**config.mk**
```make
export PLATFORM = sky130hd
export DESIGN_NAME = mem_port_arbiter
export DESIGN_NICKNAME = d
export VERILOG_FILES = /design/src/rtl/mem_arb_pkg.sv /design/src/rtl/mem_port_arbiter.sv
export SDC_FILE = /design/constraint.sdc
export NUM_CORES = 1
export LEC_CHECK = 0
export CORE_ASPECT_RATIO = 1.1
export CORE_UTILIZATION = 39
export DETAILED_ROUTE_END_ITERATION = 10
export GPL_TIMING_DRIVEN = 1
export PLACE_DENSITY = 0.77
export SYNTH_ARGS = -nofsm -noshare
export SYNTH_HDL_FRONTEND = slang
export SYNTH_SLANG_ARGS = --single-unit
```
**constraint.sdc**
```tcl
create_clock -name clk -period 5.6 [get_ports clk]
set_input_delay 1.12 -clock clk [delete_from_list [all_inputs] [get_ports clk]]
set_output_delay 1.12 -clock clk [all_outputs]
set_load 0.02 [all_outputs]
```
**src/rtl/mem_arb_pkg.sv**
```systemverilog
// Shared types and constants for the instruction/data memory port arbiter.
//   state_e    : arbiter FSM states
//   ABORT_DATA : read data returned when a memory transaction times out
package mem_arb_pkg;

  typedef enum logic [1:0] {
    IDLE   = 2'd0,
    BUSY_I = 2'd1,
    BUSY_D = 2'd2,
    DONE   = 2'd3
  } state_e;

  localparam logic [31:0] ABORT_DATA = 32'hDEADBEEF;

endpackage

```
**src/rtl/mem_port_arbiter.sv**
```systemverilog
// Arbitrates a fetch port and a data port onto one shared single-port memory.
// Only one memory transaction is outstanding at a time.
//
// Ports
//   clk, rst_n            : clock, asynchronous active-low reset
//   if_req/if_addr        : fetch request (held until if_valid) and address
//   if_rdata/if_valid     : fetched word and one-cycle completion pulse
//   dm_req/dm_we/dm_addr/dm_wdata : data request, write enable, address, store data
//   dm_rdata/dm_valid     : load data and one-cycle completion pulse
//   stall_if/stall_mem    : request pending and not yet completing this cycle
//   mem_req/mem_we/mem_addr/mem_wdata : request to the shared memory
//   mem_ack/mem_rdata     : memory completion, read data valid with the ack
//   mem_err               : sticky timeout flag
//   dbg_state/dbg_starve_cnt/dbg_tmo_cnt : internal state exposed for observation
//
// Handshake: a port raises *_req with stable address/data and keeps it high
// until its *_valid pulse; the pulse lasts exactly one cycle and comes at the
// earliest two cycles after the grant cycle. The memory sees mem_req high for
// the whole BUSY phase and answers with a single-cycle mem_ack.
module mem_port_arbiter
  import mem_arb_pkg::*;
#(
  parameter int unsigned STARVE_MAX = 4,
  parameter int unsigned TIMEOUT    = 15,
  parameter int unsigned SW         = $clog2(STARVE_MAX + 1),
  parameter int unsigned TW         = $clog2(TIMEOUT + 1)
) (
  input  logic          clk,
  input  logic          rst_n,
  input  logic          if_req,
  input  logic [31:0]   if_addr,
  output logic [31:0]   if_rdata,
  output logic          if_valid,
  input  logic          dm_req,
  input  logic          dm_we,
  input  logic [31:0]   dm_addr,
  input  logic [31:0]   dm_wdata,
  output logic [31:0]   dm_rdata,
  output logic          dm_valid,
  output logic          stall_if,
  output logic          stall_mem,
  output logic          mem_req,
  output logic          mem_we,
  output logic [31:0]   mem_addr,
  output logic [31:0]   mem_wdata,
  input  logic          mem_ack,
  input  logic [31:0]   mem_rdata,
  output logic          mem_err,
  output state_e        dbg_state,
  output logic [SW-1:0] dbg_starve_cnt,
  output logic [TW-1:0] dbg_tmo_cnt
);

  state_e        state_q,    state_d;
  logic          gnt_d_q,    gnt_d_d;     // 1: current transaction belongs to the data port
  logic          we_q,       we_d;
  logic [31:0]   addr_q,     addr_d;
  logic [31:0]   wdata_q,    wdata_d;
  logic [31:0]   if_rdata_q, if_rdata_d;
  logic [31:0]   dm_rdata_q, dm_rdata_d;
  logic          err_q,      err_d;
  logic [SW-1:0] starve_q,   starve_d;
  logic [TW-1:0] tmo_q,      tmo_d;

  logic          starved;

  // The fetch port has waited through STARVE_MAX data grants.
  assign starved = (starve_q == SW'(STARVE_MAX));

  always_ff @(posedge clk or negedge rst_n) begin
    if (!rst_n) begin
      state_q    <= IDLE;
      gnt_d_q    <= 1'b0;
      we_q       <= 1'b0;
      addr_q     <= '0;
      wdata_q    <= '0;
      if_rdata_q <= '0;
      dm_rdata_q <= '0;
      err_q      <= 1'b0;
      starve_q   <= '0;
      tmo_q      <= '0;
    end else begin
      state_q    <= state_d;
      gnt_d_q    <= gnt_d_d;
      we_q       <= we_d;
      addr_q     <= addr_d;
      wdata_q    <= wdata_d;
      if_rdata_q <= if_rdata_d;
      dm_rdata_q <= dm_rdata_d;
      err_q      <= err_d;
      starve_q   <= starve_d;
      tmo_q      <= tmo_d;
    end
  end

  always_comb begin
    state_d    = state_q;
    gnt_d_d    = gnt_d_q;
    we_d       = we_q;
    addr_d     = addr_q;
    wdata_d    = wdata_q;
    if_rdata_d = if_rdata_q;
    dm_rdata_d = dm_rdata_q;
    err_d      = err_q;
    starve_d   = starve_q;
    tmo_d      = tmo_q;

    unique case (state_q)
      IDLE: begin
        // Data port has priority unless the fetch port is starved.
        if (dm_req && !(if_req && starved)) begin
          state_d = BUSY_D;
          gnt_d_d = 1'b1;
          we_d    = dm_we;
          addr_d  = dm_addr;
          wdata_d = dm_wdata;
          tmo_d   = '0;
          if (if_req && !starved) begin
            starve_d = starve_q + SW'(1);
          end
        end else if (if_req) begin
          state_d  = BUSY_I;
          gnt_d_d  = 1'b0;
          we_d     = 1'b0;
          addr_d   = if_addr;
          tmo_d    = '0;
          starve_d = '0;
        end
      end

      BUSY_I, BUSY_D: begin
        // An ack in the final allowed cycle still completes normally.
        if (mem_ack) begin
          state_d = DONE;
          if (state_q == BUSY_I) begin
            if_rdata_d = mem_rdata;
          end else if (!we_q) begin
            dm_rdata_d = mem_rdata;
          end
        end else if (tmo_q == TW'(TIMEOUT - 1)) begin
          state_d = DONE;
          tmo_d   = TW'(TIMEOUT);
          err_d   = 1'b1;
          if (state_q == BUSY_I) begin
            if_rdata_d = ABORT_DATA;
          end else begin
            dm_rdata_d = ABORT_DATA;
          end
        end else begin
          tmo_d = tmo_q + TW'(1);
        end
      end

      DONE: begin
        state_d = IDLE;
      end

      default: begin
        state_d = IDLE;
      end
    endcase
  end

  assign mem_req   = (state_q == BUSY_I) || (state_q == BUSY_D);
  assign mem_we    = (state_q == BUSY_D) && we_q;
  assign mem_addr  = addr_q;
  assign mem_wdata = wdata_q;
  assign mem_err   = err_q;

  assign if_valid  = (state_q == DONE) && !gnt_d_q;
  assign dm_valid  = (state_q == DONE) &&  gnt_d_q;
  assign if_rdata  = if_rdata_q;
  assign dm_rdata  = dm_rdata_q;

  assign stall_if  = if_req & ~if_valid;
  assign stall_mem = dm_req & ~dm_valid;

  assign dbg_state      = state_q;
  assign dbg_starve_cnt = starve_q;
  assign dbg_tmo_cnt    = tmo_q;

endmodule

```
# Word-level counts from Yosys, hierarchy flattened
# Cells that the tools add are included.
# W data, S select, Z words.
# op_classes
n_eq_ne,10
reduce_logical,23
n_mux,27
n_addsub,2
bitwise_logic,6
# ops
cell,count
$mux W32,11
$mux W4,4
$reduce_and A3 Y1,4
$mux W3,3
$mux W2,4
$pmux W4 S2,1
$logic_and A1 B1 Y1,6
$ne A3 B3 Y1 const B,2
$pmux W2 S3,1
$reduce_and A2 Y1,3
$reduce_bool A2 Y1,3
$add A4 B1 Y4 const B,1
$eq A2 B2 Y1 const B,2
$eq A4 B4 Y1 const B,1
$ne A2 B2 Y1 const B,2
$not A1 Y1,4
$reduce_and A4 Y1,1
$add A3 B1 Y3 const B,1
$eq A3 B3 Y1 const B,1
$logic_not A1 Y1,3
$mux W1,3
$and A1 B1 Y1,2
$eq A2 B1 Y1 const B,1
$logic_not A2 Y1,1
other kinds (3),3
# totals
input_bits,134
reg_bits,140

# Longest topological paths before layout
# Gate-level depths: netlist of run 1.
# depth
ltp_word,6
depth_mapped,7
depth_no_buf,5

# Least setup slack after synthesis of run 1
# No wires, ideal clock.
# synth_timing
path_kind,input-to-output
start,input dm_req
end,output stall_mem
path_buffers,3
t_required_ns,4.480
arrival_time_ns,2.088
slack_ns,2.392
stages,4
cell_sequence,buf_2 > buf_2 > buf_1 > nor2b_1
# synth_via
elab_chain_cells,1
# synth_rtl
element,line_no,text
start: declaration,mem_port_arbiter.sv:34,"input logic dm_req,"
$and A1 B1 Y1,mem_port_arbiter.sv:176,assign stall_mem = dm_req & ~dm_valid;
end: declaration,mem_port_arbiter.sv:41,"output logic stall_mem,"
# No other way between the ends.

# Worst setup path in the final report of run 1
# Ends and elaborated chain as after synthesis.

==> results of run 1 <==
metal layers:
layer / vias up / track usage / wire, um
met2: 254 / 0.403 / 9090
met1: 2492 / 0.263 / 6700
met4: 0 / 0.0953 / 435
met3: 29 / 0.0590 / 1380
li1: 2311 / - / -
met5: - / 0 / 0
critical path, delay by kind of cell:
kind                   cells  cell delay (ns)
buffers and inverters      3             1.45
and+or+nand+nor            1             0.22
worst paths after layout:
check / startpoint / endpoint / slack (ns) / depth (start not counted)
max in group asynchronous: rst_n / if_rdata[17] / 3.61 / 2
hold / removal: dm_rdata[6] / dm_rdata[6] / 0.48 / 1
hold reg to reg: dm_rdata[6] / dm_rdata[6] / 0.48 / 1
min in group asynchronous: rst_n / dm_rdata[1] / 0.76 / 1
setup / recovery: dm_req / stall_mem / 1.68 / 4
setup reg to reg: dbg_starve_cnt[0] / mem_wdata[15] / 2.84 / 6
power by group through the flow:
stage | sequential [uW] | clock (uW) | combinational [uW]
floorplan | 2360 | 0 | 1050
global placement | 1800 | 0 | 2910
detailed placement | 1830 | 0 | 2990
CTS | 1820 | 1070 | 3000
global route | 1880 | 1110 | 3180
finish | 1820 | 1050 | 2980
synth_stat cells, types with 2 or more instances:
| cell type | number |
|---|---|
| o22a_2 | 4 |
| dfrtp_1 | 140 |
| o211ai_1 | 32 |
| buf_1 | 4 |
| nand2_1 | 71 |
| nand4b_1 | 2 |
| nand3_1 | 8 |
| o22a_1 | 44 |
| buf_2 | 18 |
| a21oi_1 | 3 |
| a22o_1 | 17 |
| nor2b_1 | 4 |
| and2_1 | 3 |
| and3_1 | 2 |
| mux2_2 | 33 |
| nor3_1 | 2 |
| ha_1 | 9 |
| nand4_1 | 33 |
| inv_1 | 8 |
| a31oi_1 | 3 |
| o21ai_0 | 6 |
| buf_6 | 3 |
| clkbuf_1 | 14 |
sequential cells by signal (all words and copies together) (netlist names):
name and count:
mem_wdata 32, gnt_d_q 1, if_rdata 32, dm_rdata 32
mem_addr 32, mem_err 1, dbg_starve_cnt 3, dbg_tmo_cnt 4
dbg_state 2, we_q 1
placed cells by master, fill, tap and decap left out, drive strengths merged, types with 2 or more instances in the layout:
| master | n |
|---|---|
| inv | 11 |
| ha | 9 |
| and3 | 3 |
| nor3 | 2 |
| nand3 | 9 |
| dfrtp | 140 |
| o22a | 48 |
| nand2 | 72 |
| o21ai | 7 |
| clkbuf | 19 |
| clkinvlp | 5 |
| a21oi | 3 |
| clkinv | 4 |
| o211ai | 32 |
| clkdlybuf4s50 | 276 |
| a31oi | 3 |
| nor2b | 4 |
| nand4 | 33 |
| a22o | 17 |
| mux2 | 33 |
| and2 | 3 |
| buf | 6 |
| nand4b | 2 |
cell type report:
cell class | count | area (um^2) | area share
Sequential cell | 140 | 3500 | 0.379
Clock buffer | 19 | 433 | 0.0468
Multi-Input combinational cell | 295 | 2120 | 0.229
Inverter | 8 | 30.0 | 0.00325
Timing Repair Buffer | 282 | 2810 | 0.304
Tap cell | 192 | 240 | 0.0260
Clock inverter | 13 | 118 | 0.0127
stage by stage:
step	setup slack (ns)	hold WS (ns)	total power, uW
finish	1.68	0.485	5850
global route	1.62	0.504	6170
CTS	1.68	0.487	5890
detailed placement	1.61	0.471	4810
global placement	1.74	0.470	4710
floorplan	2.39	0.462	3410
kinds of logic (layout without fill, tap and decap cells):
logic type      Yosys count  count (layout)
mux                      34              34
flops                   140             140
fa+ha+maj                 9               9
simple gates            134             134
buf+inv                  48             322
compound gates          118             118
==> impl_metrics.py, run 1 <==
metrics = {
    "power_and_ir_drop": {
        "p_per_area_nw_per_um2": 633,
        "pwr-share-seq": 0.312,
        "p_sw_uw": 2290,
        "p_int_uw": 3560,
        "p_leak_uw": 0.00374,
        "switching_share": 0.392,
        "ir_drop_uv": 331,
        "pwr-share-clk": 0.180,
        "comb_power_share": 0.509,
    },
    "placed_design": {
        "place_inst": 917,
        "dpl.hpwl_mm": 12.6,
        "portBuffers": 277,
        "postPlaceCellArea_um2": 8700,
        "gp_congestion": 0.845,
    },
    "logic_synthesis": {
        "yosys-top-cells-area": "dfrtp_1, o22a_1, mux2_2",
        "synth-main-ff-cell": "dfrtp_1",
        "syn_inst": 483,
        "netlist.area_leader.share": 0.599,
        "yosysUniqueCellTypes": 43,
        "synth_xor_area_frac": 0,
        "yosys.area_share.simple": 0.114,
        "synthesis.nets": 626,
        "yosysTopAreaCell": "dfrtp_1",
        "synth_compound_area_frac": 0.163,
        "syn_area_um2": 5840,
        "async_reset_ff_frac": 1.00,
        "yosys.area_share.adder": 0.0193,
        "synth-seq-cells": 140,
        "ys.warnings.count": 0,
        "syn_avg_cell_area_um2": 12.1,
        "seq_area_frac_synth": 0.599,
        "synth_top_family_by_area": "compound AO/OA/AOI/OAI gates",
        "synthMuxAreaShare": 0.0653,
        "synth_edf_count": 0,
    },
    "floorplanning": {
        "initial_utilization": 0.403,
        "die_h_um": 130,
        "die_area_um2": 15500,
        "ioPinCount": 278,
        "fp.dieW_um": 119,
        "core_um2": 14500,
        "rows": 46,
    },
    "detailed_routing": {
        "drt_iter0_drc": 230,
        "vias": 5086,
        "drtPass1Iterations": 4,
        "drt.antenna.violating_nets": 0,
        "wire_per_inst_um": 18.6,
        "drt-total-wl_mm": 17.6,
        "via_per_inst": 5.36,
        "drc": 0,
    },
    "clock_tree": {
        "numClockSinks": 140,
        "clock_latency_ns": 0.41,
        "htree_levels": 4,
        "root_buffer": "clkbuf_16",
        "cts_tree": "yes",
        "cts_resized": 0,
        "cts.path.max_buffers": 2,
        "cts_buffers": 17,
        "path_clk_slew_ns": 0.06,
        "hold_buffers": 0,
        "post_cts_buffers": 0,
    },
    "worst_setup_path": {
        "critPathMaxStageDelay_ns": 0.62,
        "crit_chain": "clkdlybuf4s50_1 -> buf_4 -> nor2b_1 -> clkdlybuf4s50_1",
        "critical_path_class": "in2out",
        "critPathSlowestCell": "clkdlybuf4s50_1",
        "crit_required_ns": 4.48,
        "endpoint_kind": "primary output",
        "crit_path_frequent_cell": "clkdlybuf4s50_1",
        "arrival_ns": 2.80,
        "critical_path.startpoint_type": "input pin",
        "crit_fanout": 44,
    },
    "timing": {
        "rsz0062_at_grt": "false",
        "max_slew_margin": 0.235,
        "tns_ns": 0,
        "skew_ns": 0.0121,
        "worstMarginPinSlew_ns": 1.15,
        "finalCriticalPeriod_ns": 3.92,
        "fmaxAchievable_ghz": 0.255,
        "fin_crit_sh": 0.700,
        "slew_viol_final": 0,
        "hold_viol_final": 0,
        "setup_viol": 0,
    },
    "layout": {
        "fin_util": 0.638,
        "drive_above_1_share": 0.107,
        "fillCellCount": 1175,
        "fin_area_um2": 9250,
        "fin_cells": 949,
        "syn_to_final_growth_pct": 58.3,
        "antennaDiodeCount": 0,
        "nets": 887,
    },
    "global_route": {
        "grt_pass1_wl_mm": 27.3,
        "grt_overflow_total": 0,
        "grt_pass1_vias": 5100,
        "grtUsageTotal": 0.227,
        "antenna_found_initial": 0,
        "grt_max_degree": 91,
    },
    "job": {
        "maxCapViolCount": 0,
    },
    "hold_path": {
        "min_path_type": "reg2reg",
    },
    "run_status": {
        "status": "finished, final reports clean",
    },
}
(Power assumes the default switching activity.)
==> inputs of run 2 (changes only) <==
- CORE_UTILIZATION: 39 -> 37
- clock period: 5.6 -> 3.5 ns (I/O delays scaled with it)
==> run 2 against run 1 <==
Wire length is essentially flat. Setup slack lost 1.2 ns. Sequential power grew 59%. Critical path type is now reg2out. Critical endpoint is now mem_req. Largest cell class unchanged. Largest power group unchanged.
==> impl_metrics.py, run 2 (synthesis gave the netlist of run 1 again) <==
metrics = {
    "power_and_ir_drop": {
        "pwr-share-seq": 0.305,
        "p_int_uw": 5880,
        "pwr-share-clk": 0.189,
        "switching_share": 0.381,
        "p_leak_uw": 0.00381,
        "comb_power_share": 0.506,
        "p_per_area_nw_per_um2": 1020,
        "p_sw_uw": 3630,
        "ir_drop_uv": 439,
    },
    "timing": {
        "finalCriticalPeriod_ns": 2.98,
        "worstMarginPinSlew_ns": 1.01,
        "slew_viol_final": 0,
        "max_slew_margin": 0.329,
        "fin_ws_ns": 0.518,
        "setup_viol": 0,
        "skew_ns": 0.00850,
        "fin_crit_sh": 0.852,
        "rsz0062_at_grt": "false",
        "tns_ns": 0,
        "fin_worst_hold_slack_ns": 0.226,
        "hold_viol_final": 0,
        "fmaxAchievable_ghz": 0.335,
    },
    "worst_setup_path": {
        "crit_fanout": 14,
        "critical_path.startpoint_type": "register",
        "crit_required_ns": 2.80,
        "endpoint_kind": "primary output",
        "critical_path_class": "reg2out",
        "arrival_ns": 2.28,
    },
    "clock_tree": {
        "post_cts_buffers": 0,
        "htree_levels": 4,
        "cts_resized": 0,
        "numClockSinks": 140,
        "clock_latency_ns": 0.42,
        "cts.path.max_buffers": 2,
        "cts_tree": "yes",
        "path_clk_slew_ns": 0.06,
        "cts_buffers": 17,
        "hold_buffers": 0,
        "root_buffer": "clkbuf_16",
    },
    "global_route": {
        "grtUsageTotal": 0.224,
        "grt_overflow_total": 0,
        "grt_max_degree": 61,
        "grt_pass1_vias": 5297,
        "antenna_found_initial": 0,
        "grt_pass1_wl_mm": 27.8,
    },
    "job": {
        "maxCapViolCount": 0,
    },
    "layout": {
        "antennaDiodeCount": 0,
        "drive_above_1_share": 0.112,
        "fillCellCount": 1180,
        "final_common_cell": "clkdlybuf4s50_1",
        "fin_cells": 958,
        "syn_to_final_growth_pct": 60.0,
        "fin_area_um2": 9350,
        "nets": 894,
        "final_cell_mix": "clkdlybuf4s50_1, dfrtp_1, nand2_1",
    },
    "detailed_routing": {
        "drtPass1Iterations": 5,
        "drt_iter0_drc": 224,
        "via_per_inst": 5.35,
        "drt-total-wl_mm": 17.6,
        "drt.antenna.violating_nets": 0,
        "wire_per_inst_um": 18.4,
        "drc": 0,
        "vias": 5123,
    },
    "floorplanning": {
        "die_area_um2": 16300,
        "core_um2": 15200,
        "rows": 47,
        "die_h_um": 134,
        "fp.dieW_um": 122,
        "ioPinCount": 278,
        "initial_utilization": 0.384,
    },
    "placed_design": {
        "dpl.hpwl_mm": 12.5,
        "portBuffers": 277,
        "postPlaceCellArea_um2": 8770,
        "gp_congestion": 0.865,
        "pre_cts_slack_ns": 0.795,
        "place_inst": 928,
    },
    "hold_path": {
        "min_path_type": "in2async",
    },
    "run_status": {
        "status": "finished, final reports clean",
    },
}
-- run 2: cell type report --
class                      instances  area, um^2  area share
timing repair buffer             289        2880       0.308
inverter                           8        30.0     0.00321
clock buffer                      22         464      0.0496
clock inverter                     8         118      0.0126
sequential                       140        3500       0.375
tap                              196         245      0.0262
multi-input combinational        295        2120       0.226
-- run 2: stage by stage --
| stage | power [uW] | utilization |
|---|---|---|
| after floorplan | 5460 | - |
| after global placement | 7600 | 0.576 |
| after detailed placement | 7760 | 0.576 |
| after CTS | 9600 | 0.614 |
| after global routing | 10000 | 0.614 |
| final | 9510 | 0.614 |
-- run 2: critical path, cell delays in order, from the launching register on --
cell and delay [ns]:
dfrtp_1 0.45, inv_1 0.12, ha_1 0.58, clkdlybuf4s50_1 0.71
-- run 2: path summary, 6_finish.rpt --
path | slack, ns | cells past startpoint | from | end
setup / recovery | 0.52 | 3 | dbg_state[0] | mem_req
hold / removal | 0.23 | 1 | rst_n | mem_wdata[29]
setup reg to reg | 0.95 | 5 | dbg_state[0] | dm_rdata[0]
hold reg to reg | 0.49 | 1 | dm_rdata[3] | dm_rdata[3]
max in group asynchronous | 2.51 | 2 | rst_n | if_rdata[21]
min in group clk | 0.49 | 1 | dm_rdata[3] | dm_rdata[3]
-- run 2: power by group through the flow --
stage	registers, uW	clock network, uW	logic (uW)
6_report	2900	1790	4810
5_1_grt	2990	1900	5140
4_1_cts	2900	1830	4870
3_5_place_dp	2910	0	4840
3_3_place_gp	2880	0	4720
2_1_floorplan	3780	0	1670
-- run 2: routing by layer --
layer	vias to the layer above	GRT usage	routed length, um
li1	2320	-	-
met1	2520	0.250	6600
met2	247	0.380	8950
met3	36	0.0799	1550
met4	0	0.0981	499
met5	-	0	0
